## src/rtl/if_fetch.sv

```systemverilog
`default_nettype none
// ============================================================================
// Module   : if_fetch
// Brief    : MIPS instruction-fetch stage. Owns the PC, talks to a
//            variable-latency instruction memory, honours hazard stalls and
//            branch/jump redirects from ID, and feeds the IF/ID register.
// Revision : 1.0 - initial release
// ============================================================================
module if_fetch #(
    parameter logic [31:0] RESET_PC = 32'h0000_0000
) (
    input  logic        clk_i,
    input  logic        rst_i,
    input  logic        start_i,
    input  logic        hd_i,
    input  logic        branch_i,
    input  logic [31:0] branch_addr_i,
    input  logic        jump_i,
    input  logic [25:0] jump_addr_i,
    input  logic [31:0] id_pc4_i,
    output logic        imem_req_o,
    output logic [31:0] pc_o,
    input  logic        imem_ready_i,
    input  logic [31:0] imem_inst_i,
    output logic [31:0] inst_o,
    output logic [31:0] inst_addr_o,
    output logic        valid_o,
    output logic        flush_o
);

    localparam logic [1:0] c_ST_IDLE  = 2'd0;
    localparam logic [1:0] c_ST_RUN   = 2'd1;
    localparam logic [1:0] c_ST_DRAIN = 2'd2;

    logic [1:0]  r_state;
    logic [31:0] r_pc;
    logic [31:0] r_tgt;

    logic        w_redirect;
    logic [31:0] w_target;
    logic [31:0] w_pc_plus4;
    logic        w_valid;

    // Redirect decode: a stalled ID stage must not steer the PC; jump beats branch.
    always_comb begin
        w_redirect = !hd_i && (jump_i || branch_i);
        if (jump_i) begin
            w_target = {id_pc4_i[31:28], jump_addr_i, 2'b00};
        end else begin
            w_target = {branch_addr_i[31:2], 2'b00};
        end
        w_pc_plus4 = r_pc + 32'd4;
    end

    // PC / pending-target / state update. In DRAIN the old request must finish
    // at the old address before the PC may move, so the target is parked in r_tgt.
    always_ff @(posedge clk_i or posedge rst_i) begin
        if (rst_i) begin
            r_state <= c_ST_IDLE;
            r_pc    <= RESET_PC;
            r_tgt   <= 32'd0;
        end else begin
            case (r_state)
                c_ST_IDLE: begin
                    if (start_i) begin
                        r_state <= c_ST_RUN;
                    end
                end
                c_ST_RUN: begin
                    if (hd_i) begin
                        r_pc <= r_pc;
                    end else if (w_redirect) begin
                        if (imem_ready_i) begin
                            r_pc <= w_target;
                        end else begin
                            r_tgt   <= w_target;
                            r_state <= c_ST_DRAIN;
                        end
                    end else if (imem_ready_i) begin
                        r_pc <= w_pc_plus4;
                    end
                end
                c_ST_DRAIN: begin
                    if (w_redirect) begin
                        r_tgt <= w_target;
                    end
                    if (imem_ready_i) begin
                        r_pc    <= w_redirect ? w_target : r_tgt;
                        r_state <= c_ST_RUN;
                    end
                end
                default: begin
                    r_state <= c_ST_IDLE;
                end
            endcase
        end
    end

    // Outputs toward memory and IF/ID; a held IF/ID (hd_i) is never flushed.
    always_comb begin
        w_valid     = (r_state == c_ST_RUN) && imem_ready_i && !hd_i && !w_redirect;
        valid_o     = w_valid;
        inst_o      = w_valid ? imem_inst_i : 32'd0;
        inst_addr_o = w_pc_plus4;
        flush_o     = !hd_i && !w_valid;
        imem_req_o  = (r_state != c_ST_IDLE);
        pc_o        = r_pc;
    end

endmodule
`default_nettype wire

```

## config.mk

```make
export PLATFORM = sky130hd
export DESIGN_NAME = if_fetch
export DESIGN_NICKNAME = d
export VERILOG_FILES = /design/src/rtl/if_fetch.sv
export SDC_FILE = /design/constraint.sdc
export NUM_CORES = 1
export LEC_CHECK = 0
export CAP_MARGIN = 20
export CORE_ASPECT_RATIO = 0.7
export CORE_MARGIN = 2
export CORE_UTILIZATION = 33
export DETAILED_ROUTE_END_ITERATION = 16
export DONT_BUFFER_PORTS = 1
export SETUP_SLACK_MARGIN = 0.5
export SLEW_MARGIN = 20
export SYNTH_ARGS = -nofsm -noshare
export SYNTH_HDL_FRONTEND = slang
export SYNTH_SLANG_ARGS = --single-unit
```

## constraint.sdc

```tcl
create_clock -name clk_i -period 2.5 [get_ports clk_i]
set_input_delay 0.5 -clock clk_i [delete_from_list [all_inputs] [get_ports clk_i]]
set_output_delay 0.5 -clock clk_i [all_outputs]
set_load 0.005 [all_outputs]
```

==> results of run 1 <==
==> power by group through the flow <==
stage          Combinational, uW  Clock, uW  Sequential, uW
3_3_place_gp                2990          0            1960
5_1_grt                     4550       1440            2090
6_report                    4240       1370            2040
4_1_cts                     3760       1380            2000
2_1_floorplan               2130          0            1920
3_5_place_dp                3070          0            1980
==> critical path: stages (launching register included) <==
cell and delay [ns]:
dfrtp_2 0.46, nand4_4 0.17, buf_6 0.18, nor4_1 0.44, xor2_1 0.32
==> cell usage after synthesis (12+ instances only) <==
master,count
and2_1,35
dfrtp_1,66
mux2i_1,54
clkbuf_1,19
a21oi_1,35
nor2_1,35
inv_1,12
nand3_1,20
nand2_1,37
buf_2,20
o21ai_0,18
xnor2_1,18
mux2_2,14
==> stage by stage <==
step,std cells,hold WS [ns],total power (uW)
floorplan,527,0.465,4050
global placement,720,0.440,4940
detailed placement,720,0.449,5050
CTS,761,0.0913,7140
global route,787,0.106,8090
finish,787,0.0817,7650
==> layer usage <==
layer	routed length (um)	GRT usage	vias to the layer above	part of all wire
li1	-	-	2060	-
met1	7080	0.270	2294	0.40
met2	8800	0.376	242	0.49
met3	1650	0.0702	21	0.093
met4	335	0.0604	0	0.019
met5	0	0	-	0
==> flip-flops by register name, summed over array words and instances, names as in the netlist <==
| name | cells |
|---|---|
| r_tgt | 32 |
| pc_o | 32 |
| r_state | 2 |
==> area by class of cell <==
class	instances	area [sq um]
Fill cell	1258	7320
Multi-Input combinational cell	403	3390
Sequential cell	66	1670
Timing Repair Buffer	99	980
Tap cell	190	238
Clock buffer	9	225
Clock inverter	7	93.8
Inverter	12	53.8
Antenna cell	1	2.50
==> logic make-up (layout without fill, tap and decap cells) <==
family          count (synthesis)  count (layout)  synth area share
flops                          66              66             0.349
fa+ha+maj                       4               4            0.0106
buf+inv                        58             127            0.0531
compound gates                117             117             0.172
other cells                     0               1                 0
simple gates                  186             186             0.217
xor+xnor                       28              28            0.0518
mux                            68              68             0.147
==> timing repair <==
action / CTS / global route
hold buffers: 0 / 0
cloned: 8 / 1
endpoints found under the setup margin: 63 / 104
pin swaps: 44 / 31
setup buffers: 17 / 24
gates resized for setup: 97 / 56
==> how the worst min path moves through the flow <==
stage | startpoint | to | slack (ns) | cells after the start
after floorplan | r_tgt[0] | r_tgt[0] | 0.46 | 1
after global placement | rst_i | r_tgt[1] | 0.44 | 1
after detailed placement | rst_i | r_tgt[1] | 0.45 | 1
after CTS | rst_i | r_tgt[1] | 0.09 | 1
after global routing | rst_i | r_tgt[1] | 0.11 | 1
final | rst_i | r_tgt[1] | 0.08 | 1
==> results.json, run 1 <==
{
  "status": "completed",
  "swShare": 0.411,
  "setup_violations": 0,
  "wl_per_cell_um": 22.7,
  "place_congestion": 0.824,
  "drc": 0,
  "grt_overflow": 0,
  "ys_warn_count": 0,
  "max-clock-path-buffers": 2,
  "arrival_ns": 1.91,
  "yosysTopAreaCellShare": 0.349,
  "setup_ws_ns": 0.0906,
  "post-route-min-period_ns": 2.41,
  "synth_top_area_cell": "dfrtp_1",
  "die_w_um": 147,
  "antenna_found_initial": 1,
  "dr.pass1.iters": 5,
  "clockPowerShare": 0.179,
  "layout-drive-gt1-share": 0.423,
  "ys_seq_elements": 66,
  "post-place-ws_ns": 0.191,
  "peakVddDrop_uv": 470,
  "nets": 724,
  "drt-total-wl_um": 17900,
  "rrSetupSlack_ns": 0.49,
  "numPortBuffers": 0,
  "grt_max_degree": 35,
  "maxCapViolations": 0,
  "track_usage": 0.221,
  "startpoint": "pc_o[12]",
  "cp-end-kind": "primary output",
  "hold_path.class": "in -> async",
  "synthArstFlopShare": 1.00,
  "synth_area_per_cell_sq_um": 8.99,
  "ios": 228,
  "clock_latency_ns": 0.34,
  "final_common_cell": "buf_4",
  "placed_area_sq_um": 5230,
  "cts_tree": "yes",
  "cts-root-buf": "clkbuf_16",
  "r2r_cells": 9,
  "htreeDepth": 3,
  "slew_violations": 0,
  "hold_violations": 0,
  "path_class": "reg -> out",
  "rsz0062_at_grt": "true",
  "hpwlAfterDp_um": 11900,
  "cts_sinks": 66,
  "p_switching_uw": 3140,
  "p_int_uw": 4510,
  "required_ns": 2.00,
  "dieArea_sq_um": 15300,
  "worst_setup_path_endpoint": "inst_addr_o[15]",
  "p_per_area_nw_per_um2": 1150,
  "utilization": 0.476,
  "fin_crit_sh": 0.964,
  "worstReg2RegStart": "r_state[0]",
  "vias": 4617,
  "synth-seq-area-share": 0.349,
  "r2r_end": "pc_o[23]",
  "synthFlopType": "dfrtp_1",
  "fin_area_sq_um": 6650,
  "fin_skew_ns": 0.0124,
  "viasPerCell": 5.87,
  "synth_fp_nets": 660,
  "syn_inst": 527,
  "drt_iter0_markers": 388,
  "cts_buffers": 9,
  "synth_area_leaders": "dfrtp_1, mux2i_1, and2_1",
  "row_count": 36,
  "grt_first_pass_wirelength_um": 26300,
  "cp-start-kind": "flop",
  "seqPwrFrac": 0.267,
  "synth.distinct_cells": 59,
  "crit_fanout": 6,
  "antenna_left": 0,
  "leakagePower_uw": 0.00277,
  "dieHeight_um": 104,
  "mostFrequentLayoutCells": "buf_4, mux2i_1, dfrtp_1",
  "area_delta_synth_final_pct": 40.3,
  "synth_edf_count": 0,
  "core_sq_um": 14000,
  "grt_pass1_vias": 4421,
  "start_util": 0.339,
  "finalSetupTns_ns": 0,
  "fmax_mhz": 415,
  "pwr-share-comb": 0.554,
  "path_clk_slew_ns": 0.06,
  "tightest_slew_ns": 0.560,
  "maxSlewHeadroom": 0.626,
  "synthesis.area_sq_um": 4740
}
Power figures use the tool's default switching activity.
==> inputs of run 2 (changes only) <==
--- a/config.mk
+++ b/config.mk
@@ -9,6 +9,7 @@
 export CORE_ASPECT_RATIO = 0.7
 export CORE_MARGIN = 2
 export CORE_UTILIZATION = 33
+export CTS_CLUSTER_SIZE = 24
 export DETAILED_ROUTE_END_ITERATION = 16
 export DONT_BUFFER_PORTS = 1
 export SETUP_SLACK_MARGIN = 0.5
==> constraint.sdc (replaced) <==
create_clock -name clk_i -period 2.23 [get_ports clk_i]
set_input_delay 0.446 -clock clk_i [delete_from_list [all_inputs] [get_ports clk_i]]
set_output_delay 0.446 -clock clk_i [all_outputs]
set_load 0.005 [all_outputs]
==> run 2 against run 1 <==
The run now ends with negative setup slack left. Flip-flop and latch count unchanged. Routed wire length increased by 20%. Non-clock buffer count increased by 57. Die area unchanged. Cell area increased by 23%. Total power increased by 44%. Register-to-register slack got worse by 0.44 ns. Sequential power increased by 17%. Clock power increased by 13%. Critical endpoint is now inst_addr_o[26].
==> results.json, run 2 (same netlist as run 1, synthesis figures left out) <==
{
  "htreeDepth": 3,
  "die_w_um": 147,
  "placed_area_sq_um": 5420,
  "seqPwrFrac": 0.216,
  "worst_setup_path_endpoint": "inst_addr_o[26]",
  "arrival_ns": 1.91,
  "ios": 228,
  "cpMaxStageDelayCell": "or4_4",
  "fmax_mhz": 424,
  "grt_overflow": 0,
  "cp-end-kind": "primary output",
  "startpoint": "pc_o[19]",
  "vias": 5158,
  "crit_family": "simple AND/OR/NAND/NOR gates",
  "r2r_cells": 11,
  "cts_sinks": 66,
  "swShare": 0.418,
  "core_sq_um": 14000,
  "final_common_cell": "buf_4",
  "totalPowerFinal_uw": 11000,
  "wl_per_cell_um": 25.3,
  "post-route-min-period_ns": 2.36,
  "tightest_slew_ns": 0.920,
  "row_count": 36,
  "required_ns": 1.78,
  "numPortBuffers": 0,
  "dr.pass1.iters": 5,
  "dieHeight_um": 104,
  "fin_skew_ns": 0.00829,
  "worstReg2RegStart": "pc_o[7]",
  "p_per_area_nw_per_um2": 1350,
  "fillers": 1055,
  "clock_latency_ns": 0.34,
  "fin_area_sq_um": 8180,
  "drt-total-wl_um": 21400,
  "post-place-ws_ns": 0.179,
  "rrSetupSlack_ns": 0.05,
  "cp_num_cells": 4,
  "mostFrequentLayoutCells": "buf_4, dfrtp_1, mux2i_1, buf_6, and2_4",
  "dieArea_sq_um": 15300,
  "r2r_end": "pc_o[12]",
  "drt_iter0_markers": 401,
  "critPathMaxStageDelay_ns": 0.58,
  "slew_violations": 0,
  "status": "finished with violations",
  "nets": 783,
  "path_clk_slew_ns": 0.06,
  "hold_violations": 0,
  "grt_pass1_vias": 4631,
  "maxSlewHeadroom": 0.385,
  "area_delta_synth_final_pct": 72.6,
  "grt_first_pass_wirelength_um": 28200,
  "antenna_found_initial": 1,
  "cts-root-buf": "clkbuf_16",
  "rsz0062_at_grt": "true",
  "grt_max_degree": 37,
  "track_usage": 0.241,
  "cp-start-kind": "flop",
  "setup_violations": 15,
  "crit_fanout": 3,
  "place_congestion": 0.805,
  "layout-drive-gt1-share": 0.614,
  "drc": 0,
  "hpwlAfterDp_um": 11800,
  "clockPowerShare": 0.141,
  "pwr-share-comb": 0.643,
  "viasPerCell": 6.10,
  "p_switching_uw": 4610,
  "p_int_uw": 6420,
  "max-clock-path-buffers": 2,
  "fin_crit_sh": 1.06,
  "holdWs_ns": 0.161,
  "setup_ws_ns": -0.130,
  "violations": "negative setup slack",
  "start_util": 0.339,
  "path_buf_inv": 0,
  "path_class": "reg -> out",
  "cts_buffers": 9,
  "leakagePower_uw": 0.00337,
  "maxCapViolations": 0,
  "peakVddDrop_uv": 605,
  "cp_cell_sequence": "and4_4 -> nand2_2 -> or4_4 -> xnor2_2",
  "cts_tree": "yes",
  "hold_path.class": "in -> async",
  "antenna_left": 0
}
[run 2: worst min path at each step]
stage | start | end | slack (ns)
floorplan | r_tgt[0] | r_tgt[0] | 0.46
global placement | r_tgt[0] | pc_o[0] | 0.48
detailed placement | r_tgt[1] | pc_o[1] | 0.48
CTS | rst_i | r_tgt[8] | 0.19
global route | rst_i | r_tgt[2] | 0.22
finish | rst_i | r_tgt[2] | 0.16
[run 2: stage by stage]
step,setup TNS [ns],util,instances
after floorplan,0,-,527
after global placement,0,0.388,727
after detailed placement,0,0.388,727
after CTS,-0.437,0.513,802
after global routing,-1.91,0.586,846
final,-0.730,0.586,846
[run 2: layout make-up]
type,instances,area (sq um),area share
Multi-Input combinational cell,405,4100,0.501
Timing Repair Buffer,156,1800,0.220
Sequential cell,66,1660,0.203
Tap cell,190,238,0.0291
Clock buffer,9,225,0.0275
Clock inverter,7,93.8,0.0115
Inverter,12,58.8,0.00719
Antenna cell,1,2.50,0.000306
[run 2: power by group through the flow]
| stage | Combinational (uW) | Clock (uW) | Sequential (uW) |
|---|---|---|---|
| floorplan | 2570 | 0 | 2190 |
| global placement | 3560 | 0 | 2190 |
| detailed placement | 3650 | 0 | 2210 |
| CTS | 5650 | 1570 | 2270 |
| global route | 7410 | 1620 | 2430 |
| finish | 7090 | 1550 | 2380 |
[run 2: what timing repair did]
action                     CTS  global route
pin swaps                   77            66
setup endpoints to repair  117           125
buffers inserted            47            36
hold buffers                 0             0
cloned                      12             7
resized for setup          213           128
[run 2: worst register-to-register path: stages, from the launching register on]
cell and delay [ns]:
dfrtp_1 0.40, buf_6 0.15, nand3_2 0.21, buf_4 0.22, nor3_4 0.17, xnor2_1 0.15, buf_4 0.17, buf_4 0.12
buf_4 0.12, buf_4 0.12, buf_4 0.13, o221ai_2 0.13
[run 2: per-layer routing]
metal | vias up | track usage | wire (um)
met4 | 0 | 0.0762 | 741
met5 | - | 0 | 0
li1 | 2188 | - | -
met1 | 2594 | 0.309 | 8620
met3 | 60 | 0.0561 | 1680
met2 | 316 | 0.403 | 10400
==> inputs of run 3 (changes only) <==
--- a/config.mk
+++ b/config.mk
@@ -5,6 +5,7 @@
 export SDC_FILE = /design/constraint.sdc
 export NUM_CORES = 1
 export LEC_CHECK = 0
+export ABC_AREA = 0
 export CAP_MARGIN = 20
 export CORE_ASPECT_RATIO = 0.7
 export CORE_MARGIN = 2
==> results of run 3 <==
The final DEF is identical to that of run 2; final timing and power are the same.
